$ cat config.mk
export PLATFORM = sky130hd
export DESIGN_NAME = rv32_run_monitor
export DESIGN_NICKNAME = d
export VERILOG_FILES = /design/src/rtl/rv32_run_monitor.sv
export SDC_FILE = /design/constraint.sdc
export NUM_CORES = 1
export LEC_CHECK = 0
export CELL_PAD_IN_SITES_DETAIL_PLACEMENT = 1
export CELL_PAD_IN_SITES_GLOBAL_PLACEMENT = 1
export CORE_MARGIN = 4
export CORE_UTILIZATION = 49
export CTS_BUF_LIST = sky130_fd_sc_hd__clkbuf_8
export CTS_CLUSTER_DIAMETER = 200
export DETAILED_ROUTE_END_ITERATION = 8
export HOLD_SLACK_MARGIN = 0.05
export PLACE_DENSITY = 0.94
export SYNTH_ARGS = -nofsm -noshare
export SYNTH_HDL_FRONTEND = slang
export SYNTH_SLANG_ARGS = --single-unit
$ cat constraint.sdc
create_clock -name clk -period 9.5 [get_ports clk]
set_clock_uncertainty 0.2 [all_clocks]
set_input_delay 1.425 -clock clk [delete_from_list [all_inputs] [get_ports clk]]
set_output_delay 1.425 -clock clk [all_outputs]
set_load 0.005 [all_outputs]
$ cat src/rtl/rv32_run_monitor.sv
// rv32_run_monitor: watches an RV32 core's retirement stream and halts the run
// when the retired PC sequence settles into a short repeating loop, or when an
// enabled-cycle budget runs out. Loop detection beats timeout on the same edge.
module rv32_run_monitor #(
  parameter int MAX_PERIOD = 4,
  parameter int REPEATS    = 4,
  parameter int CNT_W      = 32
) (
  input  logic             clk,
  input  logic             rst,
  input  logic             ena,
  input  logic             instruction_done,
  input  logic [31:0]      PC,
  input  logic [CNT_W-1:0] max_cycles,
  output logic             done,
  output logic [1:0]       reason,
  output logic [31:0]      loop_pc,
  output logic [4:0]       loop_period,
  output logic [CNT_W-1:0] cycles,
  output logic [CNT_W-1:0] instructions_retired
);

  // Run counters hold up to 16*15; the valid count holds up to 16.
  localparam int RUN_W  = 8;
  localparam int VCNT_W = 5;

  typedef enum logic [0:0] {
    S_RUN    = 1'b0,
    S_HALTED = 1'b1
  } state_t;

  state_t             state_r;
  logic               done_r;
  logic [1:0]         reason_r;
  logic [31:0]        loop_pc_r;
  logic [4:0]         loop_period_r;
  logic [CNT_W-1:0]   cycles_r;
  logic [CNT_W-1:0]   retired_r;

  // hist_r[i] is the PC retired (i+1) retirements ago; run_r[i] tracks period i+1.
  logic [31:0]        hist_r [MAX_PERIOD];
  logic [VCNT_W-1:0]  vcnt_r;
  logic [RUN_W-1:0]   run_r  [MAX_PERIOD];
  logic [RUN_W-1:0]   run_s  [MAX_PERIOD];

  logic               accept_s;
  logic               retire_s;
  logic [CNT_W-1:0]   cycles_inc_s;
  logic [CNT_W-1:0]   retired_inc_s;
  logic               timeout_s;
  logic               loop_s;
  logic [4:0]         loop_p_s;

  // Number of consecutive matches that completes REPEATS identical iterations.
  function automatic logic [RUN_W-1:0] run_target(input int p);
    return RUN_W'(p * (REPEATS - 1));
  endfunction

  // Edge qualification, saturating increments, run-length update and halt detection.
  always_comb begin
    accept_s      = ena && (state_r == S_RUN);
    retire_s      = accept_s && instruction_done;
    cycles_inc_s  = (cycles_r  == {CNT_W{1'b1}}) ? cycles_r  : cycles_r  + CNT_W'(1);
    retired_inc_s = (retired_r == {CNT_W{1'b1}}) ? retired_r : retired_r + CNT_W'(1);
    timeout_s     = accept_s && (max_cycles != {CNT_W{1'b0}}) && (cycles_inc_s == max_cycles);
    loop_p_s      = 5'd0;
    // Descending scan so the smallest detected period is the one that sticks.
    for (int i = MAX_PERIOD - 1; i >= 0; i--) begin
      if ((vcnt_r > VCNT_W'(i)) && (PC == hist_r[i])) begin
        run_s[i] = (run_r[i] == run_target(i + 1)) ? run_r[i] : run_r[i] + RUN_W'(1);
      end else begin
        run_s[i] = {RUN_W{1'b0}};
      end
      loop_p_s = (run_s[i] == run_target(i + 1)) ? 5'(i + 1) : loop_p_s;
    end
    loop_s = retire_s && (loop_p_s != 5'd0);
  end

  // State, counters, PC history and halt outputs; only accepted edges change anything.
  always_ff @(posedge clk) begin
    if (rst) begin
      state_r       <= S_RUN;
      done_r        <= 1'b0;
      reason_r      <= 2'b00;
      loop_pc_r     <= 32'h0;
      loop_period_r <= 5'd0;
      cycles_r      <= {CNT_W{1'b0}};
      retired_r     <= {CNT_W{1'b0}};
      vcnt_r        <= {VCNT_W{1'b0}};
      for (int i = 0; i < MAX_PERIOD; i++) begin
        hist_r[i] <= 32'h0;
        run_r[i]  <= {RUN_W{1'b0}};
      end
    end else if (accept_s) begin
      cycles_r <= cycles_inc_s;
      if (retire_s) begin
        retired_r <= retired_inc_s;
        hist_r[0] <= PC;
        for (int i = 1; i < MAX_PERIOD; i++) begin
          hist_r[i] <= hist_r[i-1];
        end
        if (vcnt_r != VCNT_W'(MAX_PERIOD)) begin
          vcnt_r <= vcnt_r + VCNT_W'(1);
        end else begin
          vcnt_r <= vcnt_r;
        end
        for (int i = 0; i < MAX_PERIOD; i++) begin
          run_r[i] <= run_s[i];
        end
      end else begin
        retired_r <= retired_r;
      end
      if (loop_s) begin
        state_r       <= S_HALTED;
        done_r        <= 1'b1;
        reason_r      <= 2'b01;
        loop_pc_r     <= PC;
        loop_period_r <= loop_p_s;
      end else if (timeout_s) begin
        state_r  <= S_HALTED;
        done_r   <= 1'b1;
        reason_r <= 2'b10;
      end else begin
        state_r  <= state_r;
      end
    end else begin
      state_r <= state_r;
    end
  end

  assign done                 = done_r;
  assign reason               = reason_r;
  assign loop_pc              = loop_pc_r;
  assign loop_period          = loop_period_r;
  assign cycles               = cycles_r;
  assign instructions_retired = retired_r;

endmodule

-- After elaboration in Yosys (flattened, before gate mapping)
Memories as Yosys holds them, arrays and structs flattened.
Cells that the tools add are included.
- bits in writable memories: 160
- register bits after elaboration: 109
- memories kept: 2
- logic and storage cells: 93
- memories (name ; depth ; bits a word ; rd ports ; clocked after memory_dff ; write ports ; RTL line ; source):
    hist_r ; 4 ; 32 ; 4 ; 0 ; 4 ; 41 ; logic [31:0] hist_r [MAX_PERIOD];
    run_r ; 4 ; 8 ; 4 ; 0 ; 4 ; 43 ; logic [RUN_W-1:0] run_r [MAX_PERIOD];
- mux-type cells: 31
- bitwise operators: 10
- reduce and logical (&&, ||, !) cells: 16
- equal/unequal tests: 16
- $lt $le $gt $ge: 4
- $add $sub $neg: 7
- operators by type and width (cell ; number):
    32-bit == test ; 5
    32-bit two-way mux ; 5
    8-bit two-way mux ; 12
    32-bit by 1-bit adder with 32-bit output, second input constant ; 2
    32-bit == test, second input constant ; 2
    8-bit by 1-bit adder with 8-bit output, second input constant ; 4
    8-bit by 4-bit == test with 1-bit output, second input constant ; 4
    32-bit nonzero test ; 1
    8-bit by 2-bit == test with 1-bit output, second input constant ; 2
    8-bit by 3-bit == test with 1-bit output, second input constant ; 2
    3-bit two-way mux ; 4
    5-bit by 1-bit > comparator with 1-bit output, second input constant ; 2
    5-bit by 2-bit > comparator with 1-bit output, second input constant ; 2
    1-bit logical AND ; 9
    1-bit two-way mux ; 8
    1-bit OR ; 8
    3-bit AND reduction ; 2
    5-bit by 1-bit adder with 5-bit output, second input constant ; 1
    5-bit by 3-bit inequality test with 1-bit output, second input constant ; 1
    5-bit nonzero test ; 1
    2-bit two-way mux ; 2
    2-bit AND reduction ; 2
    1-bit NOT ; 2
    2-bit nonzero test ; 1

-- Logic depth before layout (Yosys ltp)
Gate-level depths: netlist of run 1.
An unclocked memory read counts as a cell.
- depth in word-level cells: 13
- mapped depth: 13
- mapped depth without buffers: 11

-- Least setup slack after synthesis of run 1
No wires, ideal clock.
- path kind: input to register
- from: input rst
- to: memory hist_r[0][0] (enable)
- data arrival time: 5.784 ns
- required time: 8.752 ns
- buffers on the path: 2
- slack: 2.968 ns
- cell stages on the path: 3
- setup time: 0.548 ns
- path through: clkbuf_1 > clkbuf_1 > nand2b_1
- RTL lines (what ; RTL line ; source):
    start: declaration ; 10 ; input logic rst,
    end: declaration ; 41 ;

==> impl_results.md, run 1 <==
- Initial Util: 49.6%
- Peak Freq: 0.195 GHz
- Cells after Synth: 1401
- Area delta synth->final: 19.5%
- Reg2Reg Launch Point: done
- Routed len/inst: 23.4 µm
- Logic pwr share: 8.7%
- Commonest cells after routing, fill and taps aside: 175 x nor2_1, 168 x clkdlybuf4s50_1, 160 x edfxtp_1
- Final net count: 1616
- # DRC: 0
- GR Util All Layers: 28.5%
- Final Util: 59.3%
- Crit end category: flop
- Hold Path Class: flop to flop
- Power share of the clock group: 40.4%
- Die area: 31800 µm²
- CTS Hold Bufs: 0
- Internal: 1.90 mW
- Core area: 28600 µm²
- Iteration-0 DRC Markers: 1017
- Final wirelength: 45800 µm
- WP data arrival: 5.10 ns
- Layout cells sized above 1: 6.04%
- Max Cap Viol: 0
- Final GP Congestion: 0.920
- CP max FO: 90
- CTS Buf Count: 46
- Post-route setup TNS: 0 ns
- Main combinational cell family by area after synthesis: simple AND/OR/NAND/NOR gates
- Post_cts resized: 0
- Fin crit share: 53.9%
- Max VDD drop: 106 µV
- Worst hold path startpoint: reason[1]
- I/O pins: 172
- Status: complete, no violations
- EDFF count, synth: 160
- CTS Root Cell: clkbuf_8
- Ys flop type: edfxtp_1
- Final hold viol count: 0
- Setup Crit Path Kind: input port to flop
- H-tree depth: 2
- Pre-Repair DR Iteration Count: 5
- Antenna viol nets, final: 0
- Die H: 178 µm
- CTS Sinks: 267
- Chip width: 178 µm
- Simple-Gate Fraction of Synth Area: 24.1%
- Most common cell after layout, fill and taps aside: nor2_1
- Adder-cell share of the synthesized area: 1.15%
- Post-Synth XOR/XNOR Area: 15.7%
- Sequential power share: 50.9%
- Post-synth ARST share: 0%
- PD cells: 153 nW/µm²
- Worst-path clk slew: 0.06 ns
- Post-Layout Inst Area: 17000 µm²
- Worst hold margin: 0.302 ns
- Largest net degree at the start of global routing: 112
- Setup Fix Bufs, Post-CTS: 0
- Synthesized area: 14200 µm²
- Pin slew with the least headroom to its limit: 1.24 ns
- Initial antenna violation count: 1
- Via/cell ratio: 5.86
- LEAKAGE: 6.31 nW
- First-pass GRT wire length: 70300 µm
- Setup crit start kind: input port
- Post-synthesis mux area share: 3.04%
- Yosys cell types: 62
- Relative slew slack: 17.2%
- Cell Rows: 62
- Synth Area in Compound Gates: 3.97%
- Worst skew pair latency: 0.58 ns
- # setup viols final: 0
- Syn avg cell area: 10.1 µm²
- Minimum clock period: 5.12 ns
- CTS tree: done
- Post-synthesis register bit count: 267
- Worst-case clock buffer depth: 3
- Critical path required time: 9.48 ns
- DR vias: 11500
- Final max-slew violation count: 0
- Net Sw Frac: 26.4%
- Vias in the first global route: 12100
- IO Port Bufs: 169
- Overflow after GRT: 0
- CP startpoint: ena
- Sw Pwr: 0.683 mW
- Sequential area share after synthesis: 48.9%
- DP HPWL: 31900 µm
- Post-DP Area: 16000 µm²
- YS warnings: 0
- RSZ-0062 raised after global routing: false
-- metal layers --
metal	wire length, µm	part of all wire [%]	global-route usage, %
met1	18000	39	35.9
met2	22700	50	48.6
met3	3280	7.2	5.30
met4	1760	3.8	11.3
met5	0	0	0
-- cells in the mapped netlist, types with 21 or more instances --
master	instances	area [µm²]
and2_1	135	845
clkbuf_1	74	278
dfxtp_1	107	2140
edfxtp_1	160	4800
mux2i_1	42	420
nand2_1	67	251
nand3_1	48	240
nand4_1	37	231
nor2_1	176	661
nor3_1	34	170
nor4_1	46	288
o21ai_0	21	105
xnor2_1	100	876
xor2_1	154	1350
-- worst max-delay path: stages --
cell	delay [ns]
clkdlybuf4s50_1	0.49
nor2b_1	0.57
nand2_1	0.56
nand2b_4	0.89
buf_4	1.03
-- state kept, by name, indices dropped and copies added, names as in the netlist --
name and cells:
hist_r 128, cycles 32, instructions_retired 32, loop_pc 32, run_r 32, vcnt_r 5
loop_period 3, reason 2, done 1
-- kinds of logic (layout without fill, tap and decap cells) --
logic type / Yosys count / after routing
muxes: 43 / 43
other: 1 / 4
and+or+nand+nor: 636 / 636
AOI/OAI and AO/OA: 81 / 81
xor gates and xnor gates: 254 / 254
DFF: 267 / 267
buffers and inverters: 106 / 276
adders and majority gates: 13 / 13
-- through the flow --
stage               power [mW]  cells  setup slack (ns)
floorplan                 1.46   1402              2.97
detailed placement        1.55   1871              3.86
CTS                       2.60   1956              4.48
global route              2.68   1957              4.21
global placement          1.53   1871              4.02
finish                    2.59   1958              4.38
-- area by class of cell --
class                   instances  area [µm²]
inverters                      17        63.8
clock buffers                  53         729
multi-input cells            1029        6830
repair buffers                174        1730
clock inverters                32         180
fillers                      3089       11700
flip-flops and latches        267        6950
well taps                     384         480
diodes                          2        5.00
-- path summary, 6_finish.rpt --
check	end	cells past startpoint	slack (ns)
max	run_r[3][4]	5	4.38
min	reason[1]	2	0.30
max reg2reg	run_r[3][4]	4	5.41
min reg2reg	reason[1]	2	0.30
-- power by group through the flow --
| stage | Clock (mW) | Sequential [mW] | Combinational [mW] |
|---|---|---|---|
| 6_report | 1.05 | 1.32 | 0.225 |
| 5_1_grt | 1.12 | 1.32 | 0.239 |
| 4_1_cts | 1.06 | 1.31 | 0.222 |
| 3_5_place_dp | 0 | 1.34 | 0.216 |
| 3_3_place_gp | 0 | 1.33 | 0.206 |
| 2_1_floorplan | 0 | 1.33 | 0.131 |
Note: power is estimated with default switching activity, not from simulation.
==> run 2: changes to the inputs <==
--- a/config.mk
+++ b/config.mk
@@ -8,12 +8,12 @@
 export CELL_PAD_IN_SITES_DETAIL_PLACEMENT = 1
 export CELL_PAD_IN_SITES_GLOBAL_PLACEMENT = 1
 export CORE_MARGIN = 4
-export CORE_UTILIZATION = 49
+export CORE_UTILIZATION = 41
 export CTS_BUF_LIST = sky130_fd_sc_hd__clkbuf_8
 export CTS_CLUSTER_DIAMETER = 200
 export DETAILED_ROUTE_END_ITERATION = 8
 export HOLD_SLACK_MARGIN = 0.05
-export PLACE_DENSITY = 0.94
+export PLACE_DENSITY = 0.85
 export SYNTH_ARGS = -nofsm -noshare
 export SYNTH_HDL_FRONTEND = slang
 export SYNTH_SLANG_ARGS = --single-unit
==> constraint.sdc (replaced) <==
create_clock -name clk -period 4.7 [get_ports clk]
set_clock_uncertainty 0.2 [all_clocks]
set_input_delay 0.705 -clock clk [delete_from_list [all_inputs] [get_ports clk]]
set_output_delay 0.705 -clock clk [all_outputs]
set_load 0.005 [all_outputs]
==> impl_results.md, run 2 (synthesized netlist as in run 1, its figures left out) <==
- Crit end category: flop
- Final max-slew violation count: 0 (unchanged)
- Iteration-0 DRC Markers: 785 (-23%)
- Hold Path Class: flop to flop
- Post-route setup TNS: 0 ns (unchanged)
- Worst-path clk slew: 0.06 ns (about the same)
- Status: complete, no violations
- Final wirelength: 41400 µm (-9.6%)
- CTS Hold Bufs: 0 (unchanged)
- Final GP Congestion: 0.895 (-2.7%)
- First-pass GRT wire length: 66200 µm (-5.9%)
- Setup Crit Path Kind: input port to flop
- Initial Util: 41.9% (-7.7 points)
- CTS Sinks: 267 (unchanged)
- LEAKAGE: 6.44 nW (+2.1%)
- Final hold viol count: 0 (unchanged)
- Max VDD drop: 214 µV (+100%)
- Max reg flops: 128 (unchanged)
- Peak Freq: 0.261 GHz
- Pre-Repair DR Iteration Count: 5 (unchanged)
- Cell Rows: 67 (+8.1%)
- GR Util All Layers: 21.3% (-7.2 points)
- Reg2reg setup slack: 0.95 ns (-4.46 ns)
- CTS Root Cell: clkbuf_8
- CTS tree: done
- Chip width: 194 µm (+8.9%)
- Worst skew pair latency: 0.59 ns (about the same)
- Fin crit share: 81.6%
- Critical path required time: 4.91 ns (-4.57 ns)
- H-tree depth: 2 (unchanged)
- Setup Fix Bufs, Post-CTS: 0 (unchanged)
- Max Cap Viol: 0 (unchanged)
- Reg2Reg Launch Point: cycles[8]
- Non-filler instance count after layout: 2034 (+3.9%)
- CP max FO: 27 (-70%)
- Commonest cells after routing, fill and taps aside: 175 x nor2_1, 168 x clkdlybuf4s50_1, 160 x edfxtp_1
- # DRC: 0 (unchanged)
- Worst hold path startpoint: reason[1]
- Initial antenna violation count: 2 (+1)
- Worst hold path depth: 2 (unchanged)
- CTS Buf Count: 46 (unchanged)
- Metal-1 WL: 18500 µm (+2.4%)
- Reg with most FFs: hist_r
- Die area: 37700 µm² (+19%)
- Layout cells sized above 1: 6.37% (+0.33 points)
- Routed length on met2: 19800 µm (-13%)
- Antenna viol nets, final: 0 (unchanged)
- Worst min-delay path endpoint: reason[1]
- IO Port Bufs: 169 (unchanged)
- Die H: 194 µm (+8.9%)
- Met3 wire len: 2280 µm (-31%)
- Overflow after GRT: 0 (unchanged)
- Routed len/inst: 20.3 µm (-13%)
- PD cells: 307 nW/µm² (+100%)
- Post_cts resized: 0 (unchanged)
- Overall power: 5.28 mW (+100%)
- Pin slew with the least headroom to its limit: 0.781 ns (-0.462 ns)
- Relative slew slack: 47.6% (+30 points)
- Filler cells: 3737 (+21%)
- Largest net degree at the start of global routing: 78 (-30%)
- Setup crit start kind: input port
- # setup viols final: 0 (unchanged)
- FF-to-FF End: done
- Reg2Reg Depth: 9 (+5)
- RSZ-0062 raised after global routing: false
- Most common cell after layout, fill and taps aside: nor2_1
- Core area: 33900 µm² (+18%)
- Inst Count DP: 1947 (+4.1%)
- Area delta synth->final: 21.1%
- Minimum clock period: 3.83 ns
- Final net count: 1628 (+0.74%)
- I/O pins: 172 (unchanged)
- Vias in the first global route: 11700 (-2.9%)
- WP data arrival: 4.04 ns (-1.06 ns)
- Worst-case clock buffer depth: 3 (unchanged)
- DR vias: 11100 (-3.4%)
- Multi-input logic area: 6830 µm² (unchanged)
- Top Layer Used: met4
- Register Area: 6950 µm² (unchanged)
- DP HPWL: 30000 µm (-6.2%)
- Via/cell ratio: 5.45 (-7.1%)
-- run 2: how the worst max path moves through the flow --
| stage | startpoint | endpoint | slack (ns) | depth (start not counted) |
|---|---|---|---|---|
| finish | PC[31] | loop_pc[10] | 0.87 | 11 |
| floorplan | rst | hist_r[0][0] | 0.75 | 3 |
| global placement | PC[1] | loop_pc[30] | 0.44 | 11 |
| global route | cycles[0] | reason[1] | 0.67 | 10 |
| CTS | PC[1] | loop_pc[10] | 0.90 | 11 |
| detailed placement | PC[1] | loop_pc[10] | 0.37 | 11 |
-- run 2: power breakdown --
group / total (mW) / switching [mW] / leakage (nW) / internal [mW]
sequential: 2.65 / 0.0729 / 2.57 / 2.57
combinational: 0.453 / 0.270 / 3.30 / 0.184
clock: 2.18 / 1.01 / 0.564 / 1.17
total: 5.28 / 1.35 / 6.44 / 3.93
-- run 2: routing by layer --
| layer | up-vias | GRT usage, % |
|---|---|---|
| met3 | 61 | 3.49 |
| met5 | - | 0 |
| li1 | 5157 | - |
| met2 | 304 | 35.3 |
| met1 | 5556 | 29.4 |
| met4 | 0 | 5.42 |
-- run 2: worst max-delay path: stages --
cell             delay (ns)
clkdlybuf4s50_1        0.61
xor2_1                 0.27
nor4_1                 0.55
nand4_1                0.21
nor3_1                 0.32
nand4_1                0.25
nor2_1                 0.32
a311oi_4               0.13
buf_4                  0.33
mux2i_1                0.24
nor2_1                 0.08
-- run 2: through the flow --
stage          hold WS, ns  instance area, µm²  util, %  setup slack, ns
2_1_floorplan        0.237               14200        -            0.753
3_3_place_gp         0.243               16200     47.9            0.445
3_5_place_dp         0.264               16200     47.9            0.367
4_1_cts              0.274               17200     50.7            0.904
5_1_grt              0.315               17200     50.7            0.669
6_report             0.264               17200     50.7            0.867
-- run 2: final cells by class --
type | count | area share [%]
antenna | 1 | 0.0146
clock buffer | 54 | 4.32
clock inverter | 32 | 1.22
inverter | 17 | 0.371
multi-input combinational | 1029 | 39.7
sequential | 267 | 40.4
tap | 448 | 3.26
timing repair buffer | 186 | 10.6
